File: src/rtl/uart_autobaud_ctrl.sv
// uart_autobaud_ctrl
// Owns the divisor feeding the UART baud generator (tick = 16x oversample,
// dvsr = f_clk/(16*baud) - 1). The divisor is loaded either by a direct
// software write or by timing the start bit of an incoming 0x55 sync
// character. Every divisor change is committed on a baud tick so the
// generator never sees a change in the middle of a period.
//
// Optional feature, macro AUTOBAUD_TWO_BIT_EN: measure the start bit plus
// bit0 (low then high) and divide by 32, halving the quantisation error.
// With the macro undefined only the start bit is measured.

module uart_autobaud_ctrl #(
  parameter int unsigned             DVSR_W       = 11,
  parameter int unsigned             CNT_W        = 16,
  parameter logic [DVSR_W-1:0]       DEFAULT_DVSR = 11'd17,
  parameter logic [CNT_W-1:0]        MIN_CNT      = 16'd32
) (
  input  logic              clk_i,
  input  logic              reset_ni,
  input  logic              rx_i,
  input  logic              tick_i,
  input  logic              wr_en_i,
  input  logic [DVSR_W-1:0] wr_dvsr_i,
  input  logic              start_i,
  output logic [DVSR_W-1:0] dvsr_o,
  output logic              busy_o,
  output logic              locked_o,
  output logic              err_o,
  output logic              done_o
);

  typedef enum logic [2:0] {
    S_IDLE,
    S_WAIT_IDLE,
    S_WAIT_FALL,
    S_MEASURE,
    S_CALC,
    S_APPLY
  } state_e;

  // Rounding term, divide shift and glitch threshold depend on how many
  // bit periods one measurement spans.
`ifdef AUTOBAUD_TWO_BIT_EN
  localparam int unsigned      RND_ADD  = 16;
  localparam int unsigned      SHIFT    = 5;
  localparam logic [CNT_W:0]   MIN_FULL = {MIN_CNT, 1'b0};
`else
  localparam int unsigned      RND_ADD  = 8;
  localparam int unsigned      SHIFT    = 4;
  localparam logic [CNT_W:0]   MIN_FULL = {1'b0, MIN_CNT};
`endif

  localparam logic [CNT_W-1:0] CNT_MAX = {CNT_W{1'b1}};

  // Synchronizer for the asynchronous serial line.
  logic rx_meta_q;
  logic rx_s_q;

  state_e              state_q,   state_d;
  logic [CNT_W-1:0]    cnt_q,     cnt_d;
  logic [DVSR_W-1:0]   pending_q, pending_d;
  logic                src_hw_q,  src_hw_d;
  logic [DVSR_W-1:0]   dvsr_q,    dvsr_d;
  logic                locked_q,  locked_d;
  logic                err_q,     err_d;
  logic                done_q,    done_d;

`ifdef AUTOBAUD_TWO_BIT_EN
  // Track the low-to-high transition inside the sync character.
  logic                rise_seen_q, rise_seen_d;
  logic [CNT_W-1:0]    rise_cnt_q,  rise_cnt_d;
  logic [CNT_W-1:0]    hi_len;
  logic                hi_over;
`endif

  // Datapath for the divisor calculation, evaluated from the held count.
  logic [CNT_W-1:0]    cnt_inc;
  logic [CNT_W:0]      cnt_sum;
  logic [CNT_W:0]      quot;
  logic [CNT_W:0]      quot_m1;
  logic                too_short;
  logic                quot_zero;
  logic                too_big;

  assign cnt_inc   = cnt_q + CNT_W'(1);
  assign cnt_sum   = {1'b0, cnt_q} + (CNT_W+1)'(RND_ADD);
  assign quot      = cnt_sum >> SHIFT;
  assign quot_m1   = quot - (CNT_W+1)'(1);
  assign too_short = ({1'b0, cnt_q} < MIN_FULL);
  assign quot_zero = (quot == '0);
  assign too_big   = |quot_m1[CNT_W:DVSR_W];

`ifdef AUTOBAUD_TWO_BIT_EN
  // High phase may last at most twice the low phase before it counts as stuck.
  assign hi_len  = cnt_inc - rise_cnt_q;
  assign hi_over = ({1'b0, hi_len} > {rise_cnt_q, 1'b0});
`endif

  // Two-flop synchronizer; resets to the idle-high line level.
  // NOTE: sequential state is assigned with <= so every flop samples the
  // pre-edge values; blocking assignments here would collapse the chain.
  always_ff @(posedge clk_i or negedge reset_ni) begin
    if (!reset_ni) begin
      rx_meta_q <= 1'b1;
      rx_s_q    <= 1'b1;
    end else begin
      rx_meta_q <= rx_i;
      rx_s_q    <= rx_meta_q;
    end
  end

  // State and configuration registers.
  always_ff @(posedge clk_i or negedge reset_ni) begin
    if (!reset_ni) begin
      state_q     <= S_IDLE;
      cnt_q       <= '0;
      pending_q   <= '0;
      src_hw_q    <= 1'b0;
      dvsr_q      <= DEFAULT_DVSR;
      locked_q    <= 1'b0;
      err_q       <= 1'b0;
      done_q      <= 1'b0;
`ifdef AUTOBAUD_TWO_BIT_EN
      rise_seen_q <= 1'b0;
      rise_cnt_q  <= '0;
`endif
    end else begin
      state_q     <= state_d;
      cnt_q       <= cnt_d;
      pending_q   <= pending_d;
      src_hw_q    <= src_hw_d;
      dvsr_q      <= dvsr_d;
      locked_q    <= locked_d;
      err_q       <= err_d;
      done_q      <= done_d;
`ifdef AUTOBAUD_TWO_BIT_EN
      rise_seen_q <= rise_seen_d;
      rise_cnt_q  <= rise_cnt_d;
`endif
    end
  end

  // Next-state and register update logic for the measurement FSM.
  always_comb begin
    // NOTE: every signal gets its hold value first so no branch can leave
    // one unassigned and infer a latch.
    state_d     = state_q;
    cnt_d       = cnt_q;
    pending_d   = pending_q;
    src_hw_d    = src_hw_q;
    dvsr_d      = dvsr_q;
    locked_d    = locked_q;
    err_d       = err_q;
    done_d      = 1'b0;
`ifdef AUTOBAUD_TWO_BIT_EN
    rise_seen_d = rise_seen_q;
    rise_cnt_d  = rise_cnt_q;
`endif

    if (wr_en_i) begin
      // A software write wins over everything: abort any measurement and
      // queue the new divisor for the next tick. start is ignored.
      pending_d = wr_dvsr_i;
      src_hw_d  = 1'b0;
      err_d     = 1'b0;
      locked_d  = 1'b0;
      state_d   = S_APPLY;
    end else begin
      unique case (state_q)
        S_IDLE: begin
          if (start_i) begin
            err_d    = 1'b0;
            locked_d = 1'b0;
            cnt_d    = '0;
            state_d  = S_WAIT_IDLE;
          end
        end

        // Never start timing in the middle of a low period.
        S_WAIT_IDLE: begin
          if (rx_s_q) state_d = S_WAIT_FALL;
        end

        S_WAIT_FALL: begin
          if (!rx_s_q) begin
            cnt_d       = CNT_W'(1);
`ifdef AUTOBAUD_TWO_BIT_EN
            rise_seen_d = 1'b0;
            rise_cnt_d  = '0;
`endif
            state_d     = S_MEASURE;
          end
        end

        S_MEASURE: begin
`ifdef AUTOBAUD_TWO_BIT_EN
          if (rise_seen_q && !rx_s_q) begin
            state_d = S_CALC;
          end else if (cnt_inc == CNT_MAX) begin
            err_d   = 1'b1;
            state_d = S_IDLE;
          end else if (rx_s_q && rise_seen_q && hi_over) begin
            err_d   = 1'b1;
            state_d = S_IDLE;
          end else begin
            cnt_d = cnt_inc;
            if (rx_s_q && !rise_seen_q) begin
              rise_seen_d = 1'b1;
              rise_cnt_d  = cnt_q;
            end
          end
`else
          if (rx_s_q) begin
            state_d = S_CALC;
          end else if (cnt_inc == CNT_MAX) begin
            err_d   = 1'b1;
            state_d = S_IDLE;
          end else begin
            cnt_d = cnt_inc;
          end
`endif
        end

        // Round to nearest bit period and range-check the divisor.
        S_CALC: begin
          if (too_short || quot_zero || too_big) begin
            err_d   = 1'b1;
            state_d = S_IDLE;
          end else begin
            pending_d = quot_m1[DVSR_W-1:0];
            src_hw_d  = 1'b1;
            state_d   = S_APPLY;
          end
        end

        // Commit only on a tick so the generator period is never cut short.
        S_APPLY: begin
          if (tick_i) begin
            dvsr_d   = pending_q;
            done_d   = 1'b1;
            locked_d = src_hw_q;
            state_d  = S_IDLE;
          end
        end

        default: state_d = S_IDLE;
      endcase
    end
  end

  assign dvsr_o   = dvsr_q;
  assign busy_o   = (state_q != S_IDLE);
  assign locked_o = locked_q;
  assign err_o    = err_q;
  assign done_o   = done_q;

endmodule

File: config.mk
export PLATFORM = sky130hd
export DESIGN_NAME = uart_autobaud_ctrl
export DESIGN_NICKNAME = d
export VERILOG_FILES = /design/src/rtl/uart_autobaud_ctrl.sv
export SDC_FILE = /design/constraint.sdc
export NUM_CORES = 1
export LEC_CHECK = 0
export ABC_AREA = 1
export CAP_MARGIN = 5
export CORE_ASPECT_RATIO = 2
export CORE_MARGIN = 2
export CORE_UTILIZATION = 56
export DETAILED_ROUTE_END_ITERATION = 10
export HOLD_SLACK_MARGIN = 0.02
export PLACE_DENSITY = 0.85
export SYNTH_ARGS = -nofsm -noshare
export SYNTH_HDL_FRONTEND = slang
export SYNTH_SLANG_ARGS = --single-unit
File: constraint.sdc
create_clock -name clk_i -period 3.4 [get_ports clk_i]
set_input_delay 0.85 -clock clk_i [delete_from_list [all_inputs] [get_ports clk_i]]
set_output_delay 0.85 -clock clk_i [all_outputs]
set_load 0.02 [all_outputs]
# == Word-level counts from Yosys, hierarchy flattened ==
# Index checks and enable logic that the tools add are counted.
# word_totals
register_bits,47
out_inout_bits,15
input_bits,17
# op_classes
magnitude_cmp,1
n_reduce_logical,16
mux,32
n_addsub,3
eq_ne,19
bitwise_logic,1
# ops
operator,n
16-bit two-way mux,4
16-bit case mux with 3 select lines,1
11-bit two-way mux,3
3-bit two-way mux,8
3-bit inequality test (second input constant),7
3-bit case mux with 6 select lines,1
16-bit by 4-bit adder with 17-bit output (second input constant),1
17-bit logical NOT,1
16-bit by 1-bit adder with 16-bit output (second input constant),1
16-bit equality test (second input constant),1
16-bit by 6-bit less-than comparator with 1-bit output (second input constant),1
13-bit by 1-bit subtractor with 14-bit output (second input constant),1
1-bit two-way mux,13
2-bit inequality test (second input constant),5
5-bit AND reduction,2
3-bit nonzero test,3
3-bit by 2-bit equality test with 1-bit output (second input constant),2
3-bit equality test (second input constant),2
3-bit AND reduction,2
6-bit AND reduction,1
6-bit OR reduction,1
4-bit inequality test (second input constant),1
4-bit nonzero test,1
3-bit by 1-bit equality test with 1-bit output (second input constant),1
other kinds (7),8

# == Longest topological paths before layout ==
# depth
depth_word,7
ltp_mapped,17
ltp_nobuf,16

# == Worst setup path before layout ==
# No wires, ideal clock.
# synth_timing
kind,reg-to-reg
from,register cnt_q[3]
to,register state_q[0]
path_buffers,1
arrival_time_ns,1.943
path_slack_ns,1.337
setup_time_ns,0.120
stages_incl_launch_ff,16
cell_sequence,dfrtp_1 > ha_1 > inv_1 > nor2_4 > nand3_1 > nand2_1 > nand3_1 > nor2_4 > nand2_1 > nand2_1 > nand2_2 > nand3_4 > nand2_8 > buf_12 > nor2_4 > nor2_2
# synth_between
elab_chain_cells,7
# synth_lines
element,line_no,rtl
from (decl),60,"logic [CNT_W-1:0] cnt_q, cnt_d;"
from (signal assigned),129,cnt_q <= cnt_d;
16-bit by 4-bit adder with 17-bit output,86,"assign cnt_sum = {1'b0, cnt_q} + (CNT_W+1)'(RND_ADD);"
13-bit by 1-bit subtractor with 14-bit output or 17-bit logical NOT (tied branches),"88, 90",
6-bit OR reduction or 1-bit logical OR (tied branches),"91, 226",
1-bit logical OR,226,if (too_short || quot_zero || too_big) begin
3-bit two-way mux,226,
3-bit case mux with 6 select lines,169,unique case (state_q)
3-bit two-way mux,160,if (wr_en_i) begin
to (signal assigned),128,state_q <= state_d;
to (decl),59,"state_e state_q, state_d;"
# Several ways; a longest one is shown, not always the timed one.
# A chain may end at the register's enable or synchronous reset.

# == Worst setup path in the final report ==
# layout_timing
from,register state_q[0]
to,output busy_o
# layout_between
elab_chain_cells,1
# layout_lines
element,line_no,rtl
3-bit nonzero test,252,assign busy_o = (state_q != S_IDLE);
to (decl),26,"output logic busy_o,"
# No other way between the ends.

==> run_results.csv <==
group,metric,value,unit
detailed_routing,vias,3036,
setup_path,start_kind,"flop",
setup_path,crit_path_top_delay_cell,"clkdlybuf4s50_1",
detailed_routing,vias_per_cell,5.64,
timing,rsz0062_at_grt,"false",
setup_path,crit_path_end_kind,"output pin",
timing,period_minus_slack,2590,ps
timing,finalMaxSlewViolations,0,
finish,final_area,0.00364,mm2
global_routing,grt_max_degree,48,
timing,final.setup_skew,3.91,ps
detailed_routing,drc,0,
power,power_density,414,mW/mm2
place,gp_congestion,0.924,
place,place_inst,530,
floorplan,die_y,111,um
clock_tree,cts_buffers,5,
global_routing,overflow,0,
clock_tree,clockBufferDepth,2,
synthesis,synth_top_area_frac,0.338,
floorplan,pin_count,32,
clock_tree,postCtsSetupRepairBufs,0,
floorplan,placementRows,38,
setup_path,crit_type,"flop to output pin",
setup_path,max_stage_delay,610,ps
floorplan,initial_core_util,0.581,
timing,fin_setup_tns,0,ps
synthesis,ys_types,37,
min_path,min_path_type,"flop to flop",
clock_tree,postCtsHoldBufs,0,
synthesis,synth_edf_count,0,
clock_tree,clk_pin_slew,90,ps
timing,tightest_slew,1040,ps
detailed_routing,drtPass1Iterations,4,
synthesis,synth_area_leaders,"dfrtp_1, nand2_1, nand3_1",
synthesis,ys_seq_elements,47,
detailed_routing,ant_nets,0,
setup_path,crit_path_max_fanout,7,
synthesis,avgSynthCellArea,7.14,um2
min_path,whs_path_depth,0,
setup_path,worstPathArrival,1740,ps
timing,setup_violations,0,
synthesis,yosysSeqAreaShare,0.372,
finish,area_growth,14.4,%
detailed_routing,wirelength,7520,um
power,p_leak,1.64,nW
synthesis,synth_cells,445,
global_routing,grt_pass1_vias,3005,
setup_path,rr_worst_depth,13,
run_status,status,"finished, final reports clean",
finish,fill_cells,467,
synthesis,synth_nets,467,
global_routing,groute.usage.overall,0.254,
clock_tree,root_buffer,"clkbuf_8",
place,dp_hpwl,5740,um
setup_path,worstPathCellList,"nor2_1 > inv_1 > nor2_1 > inv_1 > clkdlybuf4s50_1",
synthesis,synth_top_area_cell,"dfrtp_1",
job,cap_violations,0,
floorplan,core_area,0.00547,mm2
synthesis,synthArstFlopShare,1.00,
timing,min_period_over_period,0.763,
place,postPlaceCellArea,0.00353,mm2
place,io_buffer_count,31,
floorplan,die_x,57.3,um
timing,timing.fmax,386,MHz
finish,instances_no_fill,538,
global_routing,grt_pass1_wl,12900,um
global_routing,antenna_found_initial,0,
clock_tree,post_cts_resized,0,
clock_tree,clk_latency,310,ps
synthesis,synth_ff_type,"dfrtp_1",
power,irDropWorstVdd,523,uV
floorplan,die-area,0.00633,mm2
synthesis,ys.warnings.count,0,
clock_tree,clock_sinks,47,
finish,drive_gt1_frac,0.134,
clock_tree,cts_tree,"built",
finish,nets,499,
setup_path,worstPathRequired,2550,ps
finish,antenna_cells,0,
timing,max-slew-margin-rel,0.309,
detailed_routing,routedWlPerCell,14.0,um
detailed_routing,first_iter_violations,178,
timing,hold_viol_final,0,
synthesis,mappedNetlistArea,0.00318,mm2
clock_tree,htreeDepth,2,
logic make-up after synthesis:
logic type	Yosys count	share of synthesized area
AND/OR/NAND/NOR	269	0.398
XOR/XNOR	10	0.0276
AO/OA/AOI/OAI	52	0.0933
adder cells (fa/ha/maj)	5	0.0197
buffers and inverters	58	0.0760
flip-flops	47	0.372
multiplexers	4	0.0142
metrics by stage:
step / total power [W] / util / hold slack, ps / worst slack, ps
after floorplan: 0.000940 / - / 345 / 1340
after global placement: 0.00112 / 0.646 / 346 / 847
after detailed placement: 0.00114 / 0.646 / 360 / 774
after CTS: 0.00152 / 0.665 / 373 / 815
after global routing: 0.00158 / 0.665 / 376 / 620
final: 0.00150 / 0.665 / 370 / 807
registers in the layout, indices dropped and copies added, names as in the netlist:
name,cells
dvsr_o,11
cnt_q,16
done_o,1
pending_q,11
rx_s_q,1
state_q,3
rx_meta_q,1
src_hw_q,1
err_o,1
locked_o,1
synth_stat cells (all sizes together), types with 2 or more instances:
master / number
mux2: 4
buf: 5
or2: 4
dfrtp: 43
ha: 5
nor2: 47
nor3: 3
o21ai: 35
xnor2: 2
inv: 46
nand4: 14
a21oi: 12
nand2: 153
dfstp: 4
clkbuf: 6
nand3: 46
xor2: 8
layer usage:
| layer | wire [um] | track usage | vias to the layer above |
|---|---|---|---|
| met1 | 2610 | 0.249 | 1402 |
| met3 | 295 | 0.0363 | 28 |
| met2 | 4220 | 0.465 | 102 |
| li1 | - | - | 1504 |
| met5 | 0 | 0 | - |
| met4 | 394 | 0.167 | 0 |
critical path, delay by kind of cell (launching register included):
kind,cells,cell delay [ps]
and+or+nand+nor,2,140
buffers and inverters,3,820
DFF,1,480
cells in the final DEF, fill, tap and decap left out, types with 2 or more instances in the layout:
cell type / count
nor3_1: 2
xnor2_1: 2
a21oi_1: 12
nor2_2: 6
clkbuf_8: 7
nand4_1: 14
o21ai_0: 24
ha_1: 5
o21ai_2: 5
dfrtp_1: 43
inv_2: 3
xor2_1: 8
clkdlybuf4s50_1: 30
dfstp_2: 4
buf_4: 5
nor2_4: 8
nand3_1: 44
nand2_2: 11
nor2_1: 33
inv_1: 43
nand2_1: 141
mux2_2: 4
o21ai_1: 6
or2_2: 4
power breakdown:
group / leakage (nW) / switching, W / internal, W
registers: 0.589 / 0.0000485 / 0.000649
clock network: 0.0505 / 0.000195 / 0.000185
logic: 1.00 / 0.000228 / 0.000199
area by class of cell:
type,instances,area [um2],share of cell area
clock buffers,7,96.3,0.0265
clock inverters,1,7.51,0.00206
inverters,47,176,0.0485
multi-input cells,340,1760,0.483
flip-flops and latches,47,1180,0.325
well taps,60,75.1,0.0206
repair buffers,36,343,0.0943
final timing paths:
kind / endpoint / slack [ps] / startpoint
worst max-delay path: busy_o / 810 / state_q[0]
worst min-delay path: rx_s_q / 370 / rx_meta_q
worst max register to register: cnt_q[10] / 890 / cnt_q[0]
worst min register to register: rx_s_q / 370 / rx_meta_q
max in group asynchronous: cnt_q[10] / 2050 / reset_ni
min in group asynchronous: locked_o / 710 / reset_ni
Power figures use the tool's default switching activity.
